===== src/rtl/spike_injector_if.sv =====
// spike_injector_if
//   Bundles the host write port, the core-facing read port and the status
//   outputs of spike_injector.
//   slave  modport : the injector itself (receives tick/writes/pops, drives status).
//   master modport : the host/core side (drives tick/writes/pops, observes status).
//   Signals:
//     tick            one-cycle global tick pulse
//     host_wen        host write strobe
//     host_packet     packet to enqueue
//     host_full       FIFO holds DEPTH entries
//     ren_in          pop request from the core
//     empty_out       no released packet available
//     dout            head packet, zero while empty_out
//     pending_count   entries stored, released or not
//     sent_count      packets consumed by the core (wraps at 2^16)
//     clr_errors      synchronous clear of the sticky error flags
//     overflow_error  sticky: write attempted while full
//     underflow_error sticky: pop attempted while empty_out
interface spike_injector_if #(
    parameter int PACKET_WIDTH = 30,
    parameter int DEPTH        = 16
);
    logic                       tick;
    logic                       host_wen;
    logic [PACKET_WIDTH-1:0]    host_packet;
    logic                       host_full;
    logic                       ren_in;
    logic                       empty_out;
    logic [PACKET_WIDTH-1:0]    dout;
    logic [$clog2(DEPTH):0]     pending_count;
    logic [15:0]                sent_count;
    logic                       clr_errors;
    logic                       overflow_error;
    logic                       underflow_error;

    modport slave (
        input  tick, host_wen, host_packet, ren_in, clr_errors,
        output host_full, empty_out, dout, pending_count, sent_count,
               overflow_error, underflow_error
    );

    modport master (
        output tick, host_wen, host_packet, ren_in, clr_errors,
        input  host_full, empty_out, dout, pending_count, sent_count,
               overflow_error, underflow_error
    );
endinterface


===== src/rtl/spike_injector.sv =====
// spike_injector
//   Host-loaded circular FIFO that stands in for a neighbour router buffer on
//   an edge input port of a RANC core. Packets written by the host become
//   visible to the core either one cycle after the write (GATE_ON_TICK = 0)
//   or only after the next tick (GATE_ON_TICK = 1).
//   Ports:
//     clk  rising-edge clock
//     rst  asynchronous active-high reset
//     bus  spike_injector_if.slave (write port, read port, status, errors)
module spike_injector #(
    parameter int PACKET_WIDTH = 30,
    parameter int DEPTH        = 16,
    parameter bit GATE_ON_TICK = 1'b1
) (
    input  logic            clk,
    input  logic            rst,
    spike_injector_if.slave bus
);
    localparam int AW = $clog2(DEPTH);
    localparam int CW = AW + 1;
    localparam logic [CW-1:0] DEPTH_C = CW'(DEPTH);

    logic [PACKET_WIDTH-1:0] mem [DEPTH];

    logic [AW-1:0] wr_ptr_q, wr_ptr_d;
    logic [AW-1:0] rd_ptr_q, rd_ptr_d;
    logic [CW-1:0] count_q, count_d;
    logic [CW-1:0] visible_q, visible_d;
    logic [15:0]   sent_q, sent_d;
    logic          ovf_q, ovf_d;
    logic          udf_q, udf_d;

    logic push;
    logic pop;

    // Full/empty are judged on the pre-cycle state, so a pop never makes
    // room for a write in the same cycle.
    assign push = bus.host_wen && (count_q != DEPTH_C);
    assign pop  = bus.ren_in && (visible_q != '0);

    always_comb begin
        wr_ptr_d  = wr_ptr_q + AW'(push);
        rd_ptr_d  = rd_ptr_q + AW'(pop);
        count_d   = count_q + CW'(push) - CW'(pop);
        sent_d    = sent_q + 16'(pop);
        visible_d = visible_q - CW'(pop);

        if (GATE_ON_TICK == 1'b0) begin
            visible_d = count_d;
        end else if (bus.tick) begin
            // Release everything stored before this cycle; a write landing
            // in the tick cycle waits for the next tick.
            visible_d = count_q - CW'(pop);
        end

        // Set wins over clear when both happen in the same cycle.
        ovf_d = bus.clr_errors ? 1'b0 : ovf_q;
        udf_d = bus.clr_errors ? 1'b0 : udf_q;
        if (bus.host_wen && !push) ovf_d = 1'b1;
        if (bus.ren_in && !pop)    udf_d = 1'b1;
    end

    always_ff @(posedge clk or posedge rst) begin
        if (rst) begin
            wr_ptr_q  <= '0;
            rd_ptr_q  <= '0;
            count_q   <= '0;
            visible_q <= '0;
            sent_q    <= '0;
            ovf_q     <= 1'b0;
            udf_q     <= 1'b0;
        end else begin
            wr_ptr_q  <= wr_ptr_d;
            rd_ptr_q  <= rd_ptr_d;
            count_q   <= count_d;
            visible_q <= visible_d;
            sent_q    <= sent_d;
            ovf_q     <= ovf_d;
            udf_q     <= udf_d;
        end
    end

    // Storage is never reset: dout is gated by empty_out, so stale entries
    // are not observable.
    always_ff @(posedge clk) begin
        if (push) begin
            mem[wr_ptr_q] <= bus.host_packet;
        end
    end

    assign bus.host_full       = (count_q == DEPTH_C);
    assign bus.empty_out       = (visible_q == '0);
    assign bus.dout            = bus.empty_out ? '0 : mem[rd_ptr_q];
    assign bus.pending_count   = count_q;
    assign bus.sent_count      = sent_q;
    assign bus.overflow_error  = ovf_q;
    assign bus.underflow_error = udf_q;
endmodule


===== src/flat_wrapper.sv =====
// flat-port wrapper written by rule: the top's interface ports become plain ports
module spike_injector_flat 
#(
    parameter int PACKET_WIDTH = 30,
    parameter int DEPTH        = 16,
    parameter bit GATE_ON_TICK = 1'b1
)
  (clk, rst, bus_tick, bus_host_wen, bus_host_packet, bus_ren_in, bus_clr_errors, bus_host_full, bus_empty_out, bus_dout, bus_pending_count, bus_sent_count, bus_overflow_error, bus_underflow_error);
  spike_injector_if #(.PACKET_WIDTH(PACKET_WIDTH), .DEPTH(DEPTH)) bus_i ();
  input  logic clk;
  input  logic rst;
  input wire logic [$bits(bus_i.tick)-1:0] bus_tick;
  input wire logic [$bits(bus_i.host_wen)-1:0] bus_host_wen;
  input wire logic [$bits(bus_i.host_packet)-1:0] bus_host_packet;
  input wire logic [$bits(bus_i.ren_in)-1:0] bus_ren_in;
  input wire logic [$bits(bus_i.clr_errors)-1:0] bus_clr_errors;
  output wire logic [$bits(bus_i.host_full)-1:0] bus_host_full;
  output wire logic [$bits(bus_i.empty_out)-1:0] bus_empty_out;
  output wire logic [$bits(bus_i.dout)-1:0] bus_dout;
  output wire logic [$bits(bus_i.pending_count)-1:0] bus_pending_count;
  output wire logic [$bits(bus_i.sent_count)-1:0] bus_sent_count;
  output wire logic [$bits(bus_i.overflow_error)-1:0] bus_overflow_error;
  output wire logic [$bits(bus_i.underflow_error)-1:0] bus_underflow_error;
  assign bus_i.tick = bus_tick;
  assign bus_i.host_wen = bus_host_wen;
  assign bus_i.host_packet = bus_host_packet;
  assign bus_i.ren_in = bus_ren_in;
  assign bus_i.clr_errors = bus_clr_errors;
  assign bus_host_full = bus_i.host_full;
  assign bus_empty_out = bus_i.empty_out;
  assign bus_dout = bus_i.dout;
  assign bus_pending_count = bus_i.pending_count;
  assign bus_sent_count = bus_i.sent_count;
  assign bus_overflow_error = bus_i.overflow_error;
  assign bus_underflow_error = bus_i.underflow_error;
  spike_injector #(.PACKET_WIDTH(PACKET_WIDTH), .DEPTH(DEPTH), .GATE_ON_TICK(GATE_ON_TICK)) u_core (.clk(clk), .rst(rst), .bus(bus_i));
endmodule

===== config.mk =====
export PLATFORM = sky130hd
export DESIGN_NAME = spike_injector_flat
export DESIGN_NICKNAME = d
export VERILOG_FILES = /design/src/rtl/spike_injector_if.sv /design/src/rtl/spike_injector.sv /design/src/flat_wrapper.sv
export SDC_FILE = /design/constraint.sdc
export NUM_CORES = 1
export LEC_CHECK = 0
export ABC_AREA = 0
export CAP_MARGIN = 20
export CORE_AREA = 3 3 215 217
export DETAILED_ROUTE_END_ITERATION = 16
export DIE_AREA = 0 0 218 220
export PLACE_DENSITY = 0.64
export SLEW_MARGIN = 20
export SYNTH_ARGS = -nofsm -noshare
export SYNTH_HDL_FRONTEND = slang
export SYNTH_SLANG_ARGS = --single-unit

===== constraint.sdc =====
create_clock -name clk -period 7.55 [get_ports clk]
set_input_delay 1.8875 -clock clk [delete_from_list [all_inputs] [get_ports clk]]
set_output_delay 1.8875 -clock clk [all_outputs]
set_load 0.03 [all_outputs]

# Word-level counts from Yosys, hierarchy flattened
# Memory sizes are Yosys's and may differ from the RTL's.
# Index checks and enable logic that the tools add are counted.
# totals
register_bits	36
ram_bits	480
out_inout_bits	55
wordCells	34
memories	1
# classes
n_addsub	7
eq_ne	2
mux	7
n_reduce_logical	10
# mem_list
name	words	word_bits	rd	rd_ports_with_merged_regs	write_ports	line_no	text
u_core.mem	16	30	1	0	1	spike_injector.sv:23	logic [PACKET_WIDTH-1:0] mem [DEPTH];
# op_table
operator	n
2-to-1 mux 30 bit	1
adder 16 x 1 -> 16 bit	1
subtractor 5 x 1 -> 5 bit	3
adder 4 x 1 -> 4 bit	2
adder 5 x 1 -> 5 bit	1
equality test 5 bit, second input constant	1
logical NOT 5 bit	1
2-to-1 mux 1 bit	5
2-to-1 mux 5 bit	1
!= test 5 bit, second input constant	1
nonzero test 5 bit	1
logical AND 1 bit	4
nonzero test 2 bit	2
logical NOT 1 bit	2

# Depth between registers and ports, before layout
# Gate-level depths: netlist (run 1).
# depth
depth_word	5
mapped_depth	11
mapped_depth_nobuf	11

# Least setup slack after synthesis (run 1)
# OpenSTA, ideal clock, no wires.
# synth_timing
path_type	input -> register
start	input bus_host_wen
end	memory u_core.mem[0][0], enable pin
setup_ns	0.455
arrival_ns	4.546
required_ns	7.095
setup_slack_ns	2.550
stages	3
n_path_buf	0
cell_sequence	nor2b_4 > or3b_1 > nor3_1
# synth_via
elab_chain_len	3
# synth_rtl
item	line_no	text
from (decl)	flat_wrapper.sv:13	input wire logic [$bits(bus_i.host_wen)-1:0] bus_host_wen;
logical AND 1 bit	spike_injector.sv:38	assign push = bus.host_wen && (count_q != DEPTH_C);
2-to-1 mux 1 bit	spike_injector.sv:86	if (push) begin
2-to-1 mux 1 bit (implied by the code)	spike_injector.sv:87	mem[wr_ptr_q] <= bus.host_packet;
to (decl)	spike_injector.sv:23	
# No other way between the ends.

# Final worst setup path (run 1)
# layout_timing
start	register u_core.rd_ptr_q[0]
end	output bus_dout[2]
# layout_via
elab_chain_len	2
# layout_rtl
item	line_no	text
from (decl)	spike_injector.sv:26	logic [AW-1:0] rd_ptr_q, rd_ptr_d;
from (signal assigned)	spike_injector.sv:74	rd_ptr_q <= rd_ptr_d;
memory read (16 x 30 bit)	n/a	
2-to-1 mux 30 bit	spike_injector.sv:93	assign bus.dout = bus.empty_out ? '0 : mem[rd_ptr_q];
to (decl)	flat_wrapper.sv:19	output wire logic [$bits(bus_i.dout)-1:0] bus_dout;
# No other way between the ends.

==> impl_metrics.yaml, run 1 <==
drt:
  routed.top_layer: "met5"
  drtAntennaViolNets: 0
  vias: 9352
  drtIter0Drc: 883
  wire_per_inst_um: 25.5
  drtPass1Iterations: 5
  route.detailed.drc: 0
  wl_um: 42400
  wl_met3_um: 1730
  met1_length_um: 19200
  wl_met2_um: 20700
  vias_per_cell: 5.63
timing:
  worstMarginPinSlew_ps: 1090
  setup-violations-final: 0
  rsz0062_at_grt: "no"
  layout_min_cycle_time_ps: 5830
  finalHoldViolations: 0
  fmax_ghz: 0.172
  period_share_pct: 77.2
  slew_headroom_pct: 27.2
  fin_tns_setup_ps: 0
  slew_violations: 0
  clock-skew-final_ps: 26.7
die:
  dieArea_um2: 48000
  fp-row-count: 77
  die_w_um: 218
  ios: 91
  coreArea_um2: 44300
  initial_utilization_pct: 45.2
  die_h_um: 220
run_status:
  status: "finished, final reports clean"
placement:
  gp_congestion: 0.729
  hpwl_um: 22900
  dp.cells: 1569
  portBuffers: 90
yosys:
  synthArstFlopShare_pct: 6.98
  syn-num-nets: 951
  synth_most_common_cell: "edfxtp_1"
  netlist_top_cells_count: "480 x edfxtp_1, 122 x mux4_2, 60 x mux2i_1"
  synthFlopType: "edfxtp_1"
  syn_inst: 903
  yosysTopAreaCell: "edfxtp_1"
  synth_edf_count: 480
  synth_top_cell_area_share_pct: 72.0
  syn_avg_cell_area_um2: 22.2
  synth.distinct_cells: 42
  yosysSeqAreaShare_pct: 76.4
  synthesis.area_um2: 20000
  synth_area_leaders: "edfxtp_1 72%, mux4_2 14%, dfrtp_1 4.5%"
  synth-seq-cells: 516
  yosys_warnings: 0
pwr:
  p_per_area_nw_per_um2: 391
  switching_share_pct: 32.1
  power.share.clock_pct: 26.5
  p_switching_w: 0.00293
  pwr-share-seq_pct: 41.2
  ir_worst_vdd_v: 0.000216
  internal_power_w: 0.00619
  p_total_w: 0.00912
  pwr-share-comb_pct: 32.4
  p_leak_nw: 7.61
critical_path:
  critical_path_class: "reg2out"
  crit_fanout: 48
  critPathArrivalTime_ps: 3940
  cp-start-kind: "register"
  required_ps: 5660
  crit_path_end_kind: "output port"
cts:
  clk_latency_ps: 610
  cts_hold_buf: 0
  clock-sinks: 516
  numCtsBuffers: 51
  cts_tree: "built"
  root_buffer: "clkbuf_16"
  clkTransAtPathRegs_ps: 60
  clockBufferDepth: 3
  postCtsSetupRepairBufs: 0
  htree_levels: 2
  cts_resized: 0
global_route:
  overflow: 0
  grt_start_max_net_pins: 61
  track_usage_pct: 18.1
  grt_pass1_wl_um: 63600
  grt_pass1_vias: 9796
  antenna_found_initial: 1
cells_and_area:
  antenna_cells: 0
  fillers: 3465
  drive_gt1_share_pct: 22.7
  multi_input_area_um2: 4530
  nNetsFinal: 1078
  syn2layout_area_growth_pct: 16.5
  ff_latch_area_um2: 15300
  stdcell_count: 1660
job:
  cap_violations: 0
worst_hold_path:
  hold_path.class: "reg2reg"
[routing by layer]
metal / GRT usage [%] / up-vias
li1: - / 4016
met1: 26.3 / 5075
met2: 29.1 / 210
met3: 2.76 / 49
met4: 4.96 / 2
met5: 0 / -
[flip-flops by register name, indices dropped and copies added (netlist names)]
| name | cells |
|---|---|
| u_core.visible_q | 5 |
| u_core.mem | 480 |
| u_core.bus.pending_count | 5 |
| u_core.bus.underflow_error | 1 |
| u_core.rd_ptr_q | 4 |
| u_core.bus.sent_count | 16 |
| u_core.wr_ptr_q | 4 |
| u_core.bus.overflow_error | 1 |
[path summary, 6_finish.rpt]
kind / start / endpoint / slack, ps / cells after the start
worst max-delay path: u_core.rd_ptr_q[0]$_DFF_PP0_ / bus_dout[2] / 1720 / 5
worst min-delay path: u_core.bus.sent_count[15]$_DFF_PP0_ / u_core.bus.sent_count[15]$_DFF_PP0_ / 480 / 1
worst max register to register: u_core.bus.pending_count[3]$_DFF_PP0_ / u_core.mem[3][5]$_DFFE_PP_ / 4200 / 7
worst min register to register: u_core.bus.sent_count[15]$_DFF_PP0_ / u_core.bus.sent_count[15]$_DFF_PP0_ / 480 / 1
max in group asynchronous: rst / u_core.rd_ptr_q[1]$_DFF_PP0_ / 5460 / 3
min in group asynchronous: rst / u_core.wr_ptr_q[0]$_DFF_PP0_ / 1700 / 3
[power groups by stage]
stage / clock, W / combinational, W / sequential [W]
final: 0.00241 / 0.00295 / 0.00376
after CTS: 0.00247 / 0.00302 / 0.00377
after floorplan: 0 / 0.00210 / 0.00369
after global placement: 0 / 0.00299 / 0.00381
after global routing: 0.00258 / 0.00316 / 0.00381
after detailed placement: 0 / 0.00301 / 0.00383
[layout by cell type (no fill, tap or decap), drive strengths merged, types with 5 or more instances in the layout]
cell type      netlist  layout
buf                 34      27
clkbuf               9      65
clkdlybuf4s50        0      90
clkinv               0      22
dfrtp               36      36
edfxtp             480     480
ha                  11      11
inv                 15      15
mux2i               60      60
mux4               122     122
nand2               11      11
nand3                9       9
nor2                18      18
nor3                 5       5
o22ai               29      29
xnor2               16      16
xor2                11      11
[kinds of logic after synthesis]
kind of cell    Yosys count  synth area share [%]
flops                   516                  76.4
mux                     185                  16.9
simple gates             65                  1.78
buf+inv                  58                  1.54
compound gates           40                  1.39
xor+xnor                 27                  1.18
fa+ha+maj                12                 0.787
[cell type report]
| class | count | area share (%) |
|---|---|---|
| clock inverter | 26 | 1.08 |
| sequential | 516 | 65.7 |
| multi-input combinational | 329 | 19.4 |
| inverter | 15 | 0.247 |
| clock buffer | 65 | 5.69 |
| timing repair buffer | 117 | 4.73 |
| tap | 592 | 3.17 |
[critical path, stage by stage, from the launching register on]
cell and delay [ps]:
dfrtp_4 1020, buf_4 650, mux4_2 580, mux2i_1 180, o22ai_1 190, clkdlybuf4s50_1 680
[through the flow]
stage	instance area, µm²	utilization (%)	hold WS, ps	setup slack (ps)
after detailed placement	21700	49.1	467	2200
after global placement	21700	49.1	466	2220
after CTS	23300	52.6	477	1560
after floorplan	20000	-	473	2550
after global routing	23300	52.7	504	1410
final	23300	52.7	480	1720
(Power assumes the default switching activity.)
==> inputs of run 2 (changes only) <==
clock period = 5.8 ns   (was 7.55 ns; I/O delays follow)
==> impl_metrics.yaml, run 2 (synthesis results as in run 1) <==
run_status:
  status: "finished, final reports clean"
global_route:
  grt_start_max_net_pins: 60
  grt_pass1_wl_um: 65200
  antenna_found_initial: 2
  track_usage_pct: 18.6
  grt_pass1_vias: 9930
  overflow: 0
drt:
  drtAntennaViolNets: 0
  drtIter0Drc: 808
  route.detailed.drc: 0
  drtPass1Iterations: 5
  vias: 9328
  vias_per_cell: 5.57
  wire_per_inst_um: 25.9
  wl_um: 43300
die:
  initial_utilization_pct: 45.2
  fp-row-count: 77
  die_h_um: 220
  die_w_um: 218
  ios: 91
  coreArea_um2: 44300
  dieArea_um2: 48000
timing:
  fin_tns_setup_ps: 0
  layout_min_cycle_time_ps: 5070
  finalHoldViolations: 0
  slew_headroom_pct: 34.0
  period_share_pct: 87.4
  setup-violations-final: 0
  rsz0062_at_grt: "no"
  worstMarginPinSlew_ps: 991
  fmax_ghz: 0.197
  clock-skew-final_ps: 13.4
  slew_violations: 0
cells_and_area:
  drive_gt1_share_pct: 24.1
  top_register: "u_core.mem"
  multi_input_area_um2: 4520
  antenna_cells: 0
  postLayoutCoreUtil_pct: 53.1
  final_common_cell: "edfxtp_1"
  final_cell_mix: "480 x edfxtp_1, 122 x mux4_2, 90 x clkdlybuf4s50_1"
  largest_reg_flops: 480
  nNetsFinal: 1091
  ff_latch_area_um2: 15300
  syn2layout_area_growth_pct: 17.4
  fillers: 3470
pwr:
  p_per_area_nw_per_um2: 515
  p_leak_nw: 7.72
  ir_worst_vdd_v: 0.000322
cts:
  htree_levels: 2
  postCtsSetupRepairBufs: 0
  root_buffer: "clkbuf_16"
  clockBufferDepth: 3
  cts_hold_buf: 0
  clock-sinks: 516
  clkTransAtPathRegs_ps: 60
  cts_resized: 0
  clk_latency_ps: 590
  cts_tree: "built"
  numCtsBuffers: 53
critical_path:
  critical_path_class: "reg2out"
  crit_fanout: 47
  critPathArrivalTime_ps: 3620
  crit_path_end_kind: "output port"
  required_ps: 4350
  crit_path_cell_trace: "buf_4, mux4_2, mux2i_1, o22ai_1, clkdlybuf4s50_1"
  r2r_slack_ps: 2600
  crit_path_top_delay_cell: "dfrtp_4"
  max_stage_delay_ps: 1050
  cp-start-kind: "register"
job:
  cap_violations: 0
worst_hold_path:
  hold_path.class: "reg2reg"
placement:
  portBuffers: 90
  hpwl_um: 23900
  gp_congestion: 0.724
run 2: changes by cell type in the layout (fill, tap and decap cells not counted), sizes merged:
cell	before	now
clkinv	22	18
buf	27	38
clkbuf	65	70
bufinv	4	5
inv	15	17
run 2: layer usage:
| metal | GRT usage, % | part of all wire, % | routed length (µm) |
|---|---|---|---|
| met1 | 25.3 | 42 | 18200 |
| met2 | 31.5 | 51 | 22000 |
| met3 | 2.96 | 5.2 | 2250 |
| met4 | 5.24 | 1.9 | 838 |
| met5 | 0 | 0.055 | 24 |
run 2: layout make-up:
cell class	instances	share of cell area [%]
sequential	516	65.1
clock buffer	70	5.95
clock inverter	25	1.07
tap	592	3.15
inverter	15	0.245
timing repair buffer	128	5.20
multi-input combinational	329	19.2
run 2: worst paths after layout:
kind                                                       start                               endpoint  cells past startpoint
max                                 u_core.rd_ptr_q[0]$_DFF_PP0_                           bus_dout[16]                      5
min                          u_core.bus.sent_count[15]$_DFF_PP0_    u_core.bus.sent_count[15]$_DFF_PP0_                      1
max reg2reg                u_core.bus.pending_count[3]$_DFF_PP0_           u_core.mem[12][21]$_DFFE_PP_                      7
min reg2reg                  u_core.bus.sent_count[15]$_DFF_PP0_    u_core.bus.sent_count[15]$_DFF_PP0_                      1
max in group asynchronous                                    rst           u_core.rd_ptr_q[0]$_DFF_PP0_                      3
min in group asynchronous                                    rst  u_core.bus.overflow_error$_DFFE_PP0P_                      3
run 2: power by group:
part	total, W	switching [W]	internal [W]
sequential	0.00491	0.000392	0.00452
clock	0.00327	0.00136	0.00191
combinational	0.00393	0.00211	0.00182
total	0.0121	0.00386	0.00825
run 2: metrics by stage:
step	hold slack (ps)	cells	cell area [µm²]	power [W]	setup WS [ps]
after detailed placement	472	1580	21900	0.00899	1200
after global placement	462	1580	21900	0.00894	1220
after global routing	505	1675	23500	0.0127	456
final	479	1675	23500	0.0121	729
after floorplan	473	903	20000	0.00754	1240
after CTS	479	1675	23500	0.0123	563
run 2: critical path, delay by kind of cell, from the launching register on:
family	cells	cell delay, ps
DFF	1	1050
buffers and inverters	2	1040
muxes	2	740
AOI/OAI and AO/OA	1	150
